`config.mk`:
```
export PLATFORM = sky130hd
export DESIGN_NAME = uart_tx_sched_flat
export DESIGN_NICKNAME = d
export VERILOG_FILES = /design/src/rtl/uart_tx_sched_if.sv /design/src/rtl/uart_tx_sched.sv /design/src/flat_wrapper.sv
export SDC_FILE = /design/constraint.sdc
export NUM_CORES = 1
export LEC_CHECK = 0
export CAP_MARGIN = 30
export CORE_MARGIN = 2
export CORE_UTILIZATION = 33
export DETAILED_ROUTE_END_ITERATION = 7
export PLACE_DENSITY = 0.6
export SLEW_MARGIN = 15
export SYNTH_ARGS = -nofsm -noshare
export SYNTH_HDL_FRONTEND = slang
export SYNTH_SLANG_ARGS = --single-unit
export TNS_END_PERCENT = 30
```
`constraint.sdc`:
```
create_clock -name clk -period 3.9 [get_ports clk]
set_input_delay 0.39 -clock clk [delete_from_list [all_inputs] [get_ports clk]]
set_output_delay 0.39 -clock clk [all_outputs]
set_load 0.05 [all_outputs]
```
`src/rtl/uart_tx_sched_if.sv`:
```
// Byte-producer / uart_tx handshake bundle seen by the transmit scheduler.
// master = environment side (producers, flush, uart_tx); slave = the scheduler.
interface uart_tx_sched_if #(
    parameter int DEPTH = 4
);
    localparam int LVL_W = $clog2(DEPTH) + 1;

    logic             req0_valid;
    logic [7:0]       req0_data;
    logic             req0_ready;
    logic             req1_valid;
    logic [7:0]       req1_data;
    logic             req1_ready;
    logic             flush;
    logic             tx_start;
    logic [7:0]       tx_byte;
    logic             tx_done;
    logic [LVL_W-1:0] fifo_level;
    logic             busy;

    modport master (
        output req0_valid, req0_data, req1_valid, req1_data, flush, tx_done,
        input  req0_ready, req1_ready, tx_start, tx_byte, fifo_level, busy
    );

    modport slave (
        input  req0_valid, req0_data, req1_valid, req1_data, flush, tx_done,
        output req0_ready, req1_ready, tx_start, tx_byte, fifo_level, busy
    );
endinterface

```
`src/rtl/uart_tx_sched.sv`:
```
// Round-robin merge of two byte streams into a shared FIFO drained into uart_tx; push->tx_start 2 cycles.
// Readys drop while the FIFO is full or during flush/rst; tx_start/tx_done is a level-held handshake.
module uart_tx_sched #(
    parameter int DEPTH = 4
) (
    input  logic            clk,
    input  logic            rst,
    uart_tx_sched_if.slave  bus
);
    localparam int PTR_W = $clog2(DEPTH);
    localparam int LVL_W = $clog2(DEPTH) + 1;

    typedef enum logic [2:0] {
        IDLE    = 3'b001,
        SEND    = 3'b010,
        RELEASE = 3'b100
    } state_e;

    state_e           state_q, state_d;
    logic [7:0]       mem_q [DEPTH];
    logic [7:0]       mem_d [DEPTH];
    logic [PTR_W-1:0] head_q, head_d;
    logic [PTR_W-1:0] tail_q, tail_d;
    logic [LVL_W-1:0] level_q, level_d;
    logic             rr_q, rr_d;
    logic             tx_start_q, tx_start_d;
    logic [7:0]       tx_byte_q, tx_byte_d;

    logic             full;
    logic             blocked;
    logic             grant0;
    logic             grant1;
    logic             push;
    logic             pop;
    logic [7:0]       push_data;

    // Arbitration: rr only breaks ties, but any grant moves it to the other port.
    always_comb begin
        full      = (level_q == LVL_W'(DEPTH));
        blocked   = full | rst | bus.flush;
        grant0    = ~blocked & bus.req0_valid & (~bus.req1_valid | ~rr_q);
        grant1    = ~blocked & bus.req1_valid & (~bus.req0_valid |  rr_q);
        push      = grant0 | grant1;
        push_data = grant0 ? bus.req0_data : bus.req1_data;
        rr_d      = rr_q;
        if (grant0) begin
            rr_d = 1'b1;
        end else if (grant1) begin
            rr_d = 1'b0;
        end
    end

    always_comb begin
        state_d    = state_q;
        tx_start_d = tx_start_q;
        tx_byte_d  = tx_byte_q;
        pop        = 1'b0;
        unique case (state_q)
            IDLE: begin
                if ((level_q != '0) && !bus.flush) begin
                    pop        = 1'b1;
                    tx_byte_d  = mem_q[head_q];
                    tx_start_d = 1'b1;
                    state_d    = SEND;
                end
            end
            SEND: begin
                if (bus.tx_done) begin
                    tx_start_d = 1'b0;
                    state_d    = RELEASE;
                end
            end
            RELEASE: begin
                if (!bus.tx_done) begin
                    state_d = IDLE;
                end
            end
            default: begin
                tx_start_d = 1'b0;
                state_d    = IDLE;
            end
        endcase
    end

    // Flush never coincides with push or pop: readys and the IDLE pop both exclude it.
    always_comb begin
        mem_d   = mem_q;
        head_d  = head_q;
        tail_d  = tail_q;
        level_d = level_q;
        if (bus.flush) begin
            head_d  = '0;
            tail_d  = '0;
            level_d = '0;
        end else begin
            if (push) begin
                mem_d[tail_q] = push_data;
                tail_d        = tail_q + PTR_W'(1);
            end
            if (pop) begin
                head_d = head_q + PTR_W'(1);
            end
            if (push && !pop) begin
                level_d = level_q + LVL_W'(1);
            end else if (!push && pop) begin
                level_d = level_q - LVL_W'(1);
            end
        end
    end

    always_ff @(posedge clk) begin
        if (rst) begin
            state_q    <= IDLE;
            head_q     <= '0;
            tail_q     <= '0;
            level_q    <= '0;
            rr_q       <= 1'b0;
            tx_start_q <= 1'b0;
            tx_byte_q  <= 8'h00;
        end else begin
            state_q    <= state_d;
            head_q     <= head_d;
            tail_q     <= tail_d;
            level_q    <= level_d;
            rr_q       <= rr_d;
            tx_start_q <= tx_start_d;
            tx_byte_q  <= tx_byte_d;
        end
    end

    always_ff @(posedge clk) begin
        mem_q <= mem_d;
    end

    assign bus.req0_ready = grant0;
    assign bus.req1_ready = grant1;
    assign bus.tx_start   = tx_start_q;
    assign bus.tx_byte    = tx_byte_q;
    assign bus.fifo_level = level_q;
    assign bus.busy       = (level_q != '0) | (state_q != IDLE);
endmodule

```
`src/flat_wrapper.sv`:
```
// flat-port wrapper written by rule: the top's interface ports become plain ports
module uart_tx_sched_flat 
#(
    parameter int DEPTH = 4
)
  (clk, rst, bus_req0_valid, bus_req0_data, bus_req1_valid, bus_req1_data, bus_flush, bus_tx_done, bus_req0_ready, bus_req1_ready, bus_tx_start, bus_tx_byte, bus_fifo_level, bus_busy);
  uart_tx_sched_if #(.DEPTH(DEPTH)) bus_i ();
  input  logic clk;
  input  logic rst;
  input wire logic [$bits(bus_i.req0_valid)-1:0] bus_req0_valid;
  input wire logic [$bits(bus_i.req0_data)-1:0] bus_req0_data;
  input wire logic [$bits(bus_i.req1_valid)-1:0] bus_req1_valid;
  input wire logic [$bits(bus_i.req1_data)-1:0] bus_req1_data;
  input wire logic [$bits(bus_i.flush)-1:0] bus_flush;
  input wire logic [$bits(bus_i.tx_done)-1:0] bus_tx_done;
  output wire logic [$bits(bus_i.req0_ready)-1:0] bus_req0_ready;
  output wire logic [$bits(bus_i.req1_ready)-1:0] bus_req1_ready;
  output wire logic [$bits(bus_i.tx_start)-1:0] bus_tx_start;
  output wire logic [$bits(bus_i.tx_byte)-1:0] bus_tx_byte;
  output wire logic [$bits(bus_i.fifo_level)-1:0] bus_fifo_level;
  output wire logic [$bits(bus_i.busy)-1:0] bus_busy;
  assign bus_i.req0_valid = bus_req0_valid;
  assign bus_i.req0_data = bus_req0_data;
  assign bus_i.req1_valid = bus_req1_valid;
  assign bus_i.req1_data = bus_req1_data;
  assign bus_i.flush = bus_flush;
  assign bus_i.tx_done = bus_tx_done;
  assign bus_req0_ready = bus_i.req0_ready;
  assign bus_req1_ready = bus_i.req1_ready;
  assign bus_tx_start = bus_i.tx_start;
  assign bus_tx_byte = bus_i.tx_byte;
  assign bus_fifo_level = bus_i.fifo_level;
  assign bus_busy = bus_i.busy;
  uart_tx_sched #(.DEPTH(DEPTH)) u_core (.clk(clk), .rst(rst), .bus(bus_i));
endmodule
```
==> flow_summary.yaml <==
clock_tree:
  h-tree-depth: 2
  clockRootBuffer: "clkbuf_8"
  cts_hold_buf: 0
  insertion_delay_ns: 0.30
  clk_pin_slew_ns: 0.10
  post_cts_buffers: 0
  numCtsBuffers: 5
  cts_tree: "done"
  cts_sinks: 52
  max-clock-path-buffers: 2
  post_cts_resized: 0
floorplan:
  dieHeight_um: 87.28
  die-area_mm2: 0.007617
  io_pins: 37
  initial_core_util_pct: 33.87
  core_area_mm2: 0.006756
  die_w_um: 87.28
  rows: 30
sta:
  worstMarginPinSlew_ns: 0.6250
  slew_violations: 0
  setup_viol: 0
  fin_ws_ns: 0.9069
  finClkSkew_ns: 0.01226
  min_period_over_period_pct: 76.75
  hold_violations: 0
  fin_setup_tns_ns: 0
  finalCriticalPeriod_ns: 2.993
  max_freq_ghz: 0.3341
  rsz0062_at_grt: "no"
  slew-limit-headroom_pct: 58.28
pwr:
  power_density_mw_per_mm2: 391.0
  p_leak_nw: 0.9516
  p_int_mw: 0.8075
  seq_power_share_pct: 56.4
  finalPower_mw: 1.097
  p_sw_share_pct: 26.37
  p_clk_share_pct: 27.8
  p_sw_mw: 0.2892
  worst_ir_drop_vdd_mv: 0.1212
  pwr-share-comb_pct: 15.8
finish:
  fillers: 650
  layout.nets: 222
  stdcell_area_mm2: 0.002805
  syn2layout_area_growth_pct: 22.58
  layout-drive-gt1-share_pct: 16.92
  n_antenna_cell: 0
  stdcell_count: 275
outcome:
  outcome: "finished clean"
logic_synthesis:
  synth_top_family_by_area: "multiplexers"
  synthArstFlopShare_pct: 0
  syn_area_per_cell_um2: 14.48
  synth-edff-count: 32
  synth_area_leader_cell: "edfxtp_1"
  synth_xor_area_share_pct: 1.148
  yosys.area_share.simple_pct: 12.58
  netlist.area_leader.share_pct: 41.99
  synthTopCellsByArea: "edfxtp_1 42%, dfxtp_1 17%, mux4_2 6.9%, mux2_2 3.9%, and4_1 3.4%"
  synthAdderAreaFrac_pct: 3.609
  yosys_most_used_dff: "edfxtp_1"
  ys_seq_area_share_pct: 59.49
  ys_ff_latch: 52
  yosysUniqueCellTypes: 45
  syn_inst: 158
  synth_compound_area_share_pct: 7.217
  yosysWarnings: 0
  synth_area_mm2: 0.002288
  syn_nets: 186
  synth.area.mux_share_pct: 12.85
place:
  placed_area_mm2: 0.002715
  place_worst_setup_slack_ns: 0.8958
  gp_congestion: 0.7286
  dpl.hpwl_um: 2990
  portBuffers: 36
  placed_cells: 267
critical_path:
  reg2reg_slack_ns: 1.23
  critical_path_peak_fanout: 9
  r2r_start: "u_core.bus.fifo_level[0]"
  cp-start-kind: "input pin"
  cp-endpoint: "bus_req0_ready"
  startpoint: "rst"
  rr_endpoint: "u_core.bus.fifo_level[2]"
  cp.required_ns: 3.51
  reg2reg_depth: 8
  cp-end-kind: "output port"
  path_class: "in -> out"
  cp.arrival_ns: 2.60
detailed_routing:
  drt-met1-wl_um: 1946
  vias: 1395
  firstDrtPassIters: 4
  drt_iter0_drc: 43
  drcViolationCount: 0
  routed_wl_um: 4231
  vias_per_cell: 5.073
  topRoutingLayerUsed: "met4"
  antenna_left: 0
  wl_met3_um: 155
  route.met2.wl_um: 2084
  wl_per_cell_um: 15.39
grt:
  grt_pass1_wl_um: 7024
  grt_pass1_vias: 1427
  antenna_found_initial: 0
  grt_max_degree: 19
  grt-ovfl-total: 0
  grt.total_usage_pct: 12.13
worst_hold_path:
  worstHoldStart: "u_core.bus.tx_byte[4]"
  hold_path.class: "reg -> reg"
  hold_depth: 1
job:
  cap_viol_max_count: 0
==> cell usage in the layout, fill, tap and decap left out, types with 2 or more instances in the layout <==
master,n
mux2i_1,2
nor2_1,4
and4_1,9
nor3b_1,2
a31o_2,2
a21oi_1,5
clkdlybuf4s50_1,36
or3_1,2
ha_1,5
o21ai_0,2
or2_2,2
nand2_1,4
edfxtp_1,32
nor3_1,2
a31o_1,7
mux4_2,7
inv_1,8
clkbuf_8,5
nand3_1,2
xor2_1,2
and2_1,4
mux2_2,8
dfxtp_1,20
==> synth_stat cells (all sizes together) (2+ instances only) <==
| master | instances |
|---|---|
| edfxtp | 32 |
| dfxtp | 20 |
| a31o | 9 |
| and4 | 9 |
| inv | 8 |
| mux2 | 8 |
| mux4 | 8 |
| a21oi | 5 |
| ha | 5 |
| and2 | 4 |
| buf | 4 |
| clkbuf | 4 |
| nand2 | 4 |
| nor2 | 4 |
| mux2i | 2 |
| nand3 | 2 |
| nand4 | 2 |
| nor3 | 2 |
| nor3b | 2 |
| nor4b | 2 |
| o21ai | 2 |
| o31ai | 2 |
| or2 | 2 |
| or3 | 2 |
| or3b | 2 |
| xor2 | 2 |
==> layer usage <==
metal,vias to the layer above,global-route usage [%]
met5,-,0
met2,33,19.77
met4,0,4.196
li1,682,-
met3,4,3.412
met1,676,15.48
==> registers in the layout, summed over array words and instances (netlist names) <==
register and cells:
u_core.bus.tx_byte 8, u_core.mem_q 32, u_core.bus.fifo_level 3, u_core.state_q 3
u_core.bus.tx_start 1, u_core.rr_q 1, u_core.head_q 2, u_core.tail_q 2
==> critical path: stages <==
cell,delay [ns]
clkdlybuf4s50_1,0.50
nor2_1,0.38
nand4_2,0.38
inv_1,0.13
clkdlybuf4s50_1,0.81
==> kinds of logic after synthesis <==
family,Yosys count
flip-flops,52
AND/OR/NAND/NOR,41
AO/OA/AOI/OAI,22
multiplexers,18
buffers and inverters,16
adder cells (fa/ha/maj),6
XOR/XNOR,3
==> per-stage QoR <==
stage                     utilization (%)  hold WS [ns]
after floorplan                         -        0.4591
after global placement              40.19        0.4583
after detailed placement            40.19        0.4648
after CTS                           41.52        0.4889
after global routing                41.52        0.5027
final                               41.52        0.4831
==> layout make-up <==
| type | count | area (um2) | area share [%] |
|---|---|---|---|
| Clock buffer | 5 | 68.82 | 2.453 |
| Sequential cell | 52 | 1361 | 48.53 |
| Tap cell | 80 | 100.1 | 3.568 |
| Clock inverter | 3 | 21.27 | 0.7583 |
| Inverter | 8 | 30.03 | 1.070 |
| Timing Repair Buffer | 37 | 367.9 | 13.11 |
| Multi-Input combinational cell | 90 | 855.8 | 30.51 |
==> how the worst min path moves through the flow <==
stage | endpoint
after detailed placement | u_core.bus.tx_byte[2]
after floorplan | u_core.bus.tx_start
after CTS | u_core.bus.tx_byte[2]
after global routing | u_core.bus.tx_byte[6]
final | u_core.bus.tx_byte[4]
after global placement | u_core.bus.tx_byte[5]
==> power by group through the flow <==
stage / registers, mW / clock network, mW / logic (mW)
floorplan: 0.654 / 0 / 0.0881
global route: 0.621 / 0.344 / 0.189
finish: 0.618 / 0.305 / 0.173
detailed placement: 0.631 / 0 / 0.174
global placement: 0.630 / 0 / 0.173
CTS: 0.619 / 0.319 / 0.175
Note: power is estimated with default switching activity, not from simulation.
==> edit: new RTL, same settings <==
`DEPTH` is set to 4 in 3 places; all go to 2.
--- a/src/rtl/uart_tx_sched_if.sv
+++ b/src/rtl/uart_tx_sched_if.sv
@@ -1,7 +1,7 @@
 // Byte-producer / uart_tx handshake bundle seen by the transmit scheduler.
 // master = environment side (producers, flush, uart_tx); slave = the scheduler.
 interface uart_tx_sched_if #(
-    parameter int DEPTH = 4
+    parameter int DEPTH = 2
 );
     localparam int LVL_W = $clog2(DEPTH) + 1;
 
--- a/src/rtl/uart_tx_sched.sv
+++ b/src/rtl/uart_tx_sched.sv
@@ -1,7 +1,7 @@
 // Round-robin merge of two byte streams into a shared FIFO drained into uart_tx; push->tx_start 2 cycles.
 // Readys drop while the FIFO is full or during flush/rst; tx_start/tx_done is a level-held handshake.
 module uart_tx_sched #(
-    parameter int DEPTH = 4
+    parameter int DEPTH = 2
 ) (
     input  logic            clk,
     input  logic            rst,
--- a/src/flat_wrapper.sv
+++ b/src/flat_wrapper.sv
@@ -1,7 +1,7 @@
 // flat-port wrapper written by rule: the top's interface ports become plain ports
 module uart_tx_sched_flat 
 #(
-    parameter int DEPTH = 4
+    parameter int DEPTH = 2
 )
   (clk, rst, bus_req0_valid, bus_req0_data, bus_req1_valid, bus_req1_data, bus_flush, bus_tx_done, bus_req0_ready, bus_req1_ready, bus_tx_start, bus_tx_byte, bus_fifo_level, bus_busy);
   uart_tx_sched_if #(.DEPTH(DEPTH)) bus_i ();
Ports: changed (resized bus_fifo_level); port bits go from 37 to 36. The function was not compared with the original's and may differ.
==> edit against the original RTL <==
Synthesized cell count down 27%. Routed wire length fell by 30%. Total power is 30% lower. First-iteration DRC count increased by 4.7%. Final area down 30%. Setup slack improved by 0.26 ns. Sequential cell count decreased by 19. Synthesized area fell by 35%. Fmax up 9.4%. Critical endpoint unchanged. Largest cell class unchanged.
==> edit: results (changes against the original RTL) <==
Finish
The number of nets in the final layout came to 177 (-20%). The flip-flop count of the largest register, all copies and words added came to 16 (-50%). The fraction of layout instances using a drive strength above 1 is 0.181 (+0.0114).

The number of fill cells in the layout is 412 (-37%).

Place
The port buffer count is 35 (-2.8%). The final RePlAce weighted congestion is 0.714 (-2.0%). The post-DP HPWL came to 2.16 mm (-28%).

Yosys
The net count of the mapped netlist is 139 (-25%). Sorting the synthesized cells by how often they occur yields dfxtp_1 (17), edfxtp_1 (16), a21oi_1 (11). In the post-synthesis netlist, the biggest area contributors are edfxtp_1 (32%), dfxtp_1 (23%), a211oi_2 (6.7%), mux2i_1 (6.1%), mux2_2 (6.1%). The number of synthesized flops with an enable pin is 16 (-50%). The sequential-to-total area share from yosys stat was 0.552 (-0.0431).

STA
The pin slew with the least headroom to its limit was 0.764 ns (+0.139 ns). The final hold slack is 0.469 ns (-0.0145 ns). The worst clock skew on the final layout is 0.00978 ns (-0.00248 ns).

Global routing
The maximum number of pins on one net before global-route repair is 16 (-3). The total routing resource utilization after global routing is 0.123 (+0.00121). The number of global-route vias before repair is 984 (-31%). The met3 demand-to-capacity share in global routing is 0.0399 (+0.00576).

The met1 track demand over resource is 0.147 (-0.00819). The met2 usage in global routing came to 0.200 (+0.00193). The wire length of the first global-routing pass is 4.71 mm (-33%).

Pwr
The maximum resistive drop on vdd came to 0.191 mV (+58%). The cell leakage power is 0.650 nW (-32%).

Route
The number of vias after detailed routing is 1,010 (-28%). The detailed-routing iteration count for the pre-antenna-repair pass was 4 (unchanged). The total length of routed wires is 2.96 mm (-30%). The count of routing violations after the opening detailed-route iteration is 45 (+4.7%).

Setup path
The maximum single-stage delay on the critical path came to 0.79 ns (-0.02 ns). The data arrival time of the critical path is 2.35 ns (-0.25 ns). The largest fanout on the critical path is 15 (+6).

CTS
The insertion delay of the later-clocked pin in the worst-skew pair came to 0.28 ns (-0.02 ns). The clock-pin slew on the worst setup and hold paths was 0.06 ns (-0.04 ns). The number of setup buffers added after CTS was 0 (unchanged). The maximum buffer depth of the clock tree is 2 (unchanged).

Run status
The run finished with clean final reports.
[edit: cell types whose count changed in the layout (fill, tap and decap cells not counted), sizes merged, moves of 3 or more]
cell and delta:
a31o -9, and4 -9, mux4 -8, a211oi +9, a21oi +6, edfxtp -16
dfxtp -3, ha -4, inv -6, mux2i +7
[edit: worst reg2reg max path: stages (launching register included)]
cell and delay, ns:
dfxtp_1 0.40, nor3b_2 0.61, and2_4 0.39, inv_1 0.10, ha_1 0.33, or3_1 0.34, a21boi_0 0.16
[edit: power by group]
part	total [mW]	switching [mW]	internal [mW]
clock network	0.243	0.118	0.125
logic	0.130	0.0726	0.0578
registers	0.389	0.00938	0.380
total	0.762	0.200	0.563
[edit: layer usage]
layer  routed length (µm)  share of wire
met3                  129          0.044
met5                    0              0
met4                   55          0.019
met2                 1480           0.50
met1                 1300           0.44
[edit: kinds of logic (layout without fill, tap and decap cells)]
group / after synthesis / in the layout / share of synthesized area
flops: 33 / 33 / 0.552
buf+inv: 8 / 47 / 0.0319
xor+xnor: 3 / 3 / 0.0177
compound gates: 28 / 28 / 0.149
simple gates: 26 / 26 / 0.120
mux: 17 / 17 / 0.121
fa+ha+maj: 1 / 1 / 0.00841
[edit: final cells by class]
class	count	area share
clock buffer	7	0.0390
clock inverter	1	0.00256
inverter	3	0.00576
multi-input combinational	75	0.317
sequential	33	0.420
tap	52	0.0333
timing repair buffer	36	0.183
[edit: final timing paths]
check                                  startpoint                        to  cells past startpoint
worst max register to register  u_core.state_q[0]  u_core.bus.fifo_level[1]                      6
worst min register to register        u_core.rr_q               u_core.rr_q                      1
worst min-delay path                  u_core.rr_q               u_core.rr_q                      1
worst max-delay path                          rst            bus_req0_ready                      6
[edit: stage by stage]
| step | setup WS [ns] | instances | area (µm²) | power, mW |
|---|---|---|---|---|
| 6_report | 1.16 | 207 | 1960 | 0.762 |
| 5_1_grt | 1.06 | 207 | 1960 | 0.799 |
| 3_3_place_gp | 1.16 | 199 | 1870 | 0.524 |
| 4_1_cts | 1.14 | 207 | 1960 | 0.774 |
| 2_1_floorplan | 1.67 | 116 | 1490 | 0.477 |
| 3_5_place_dp | 1.14 | 199 | 1870 | 0.528 |
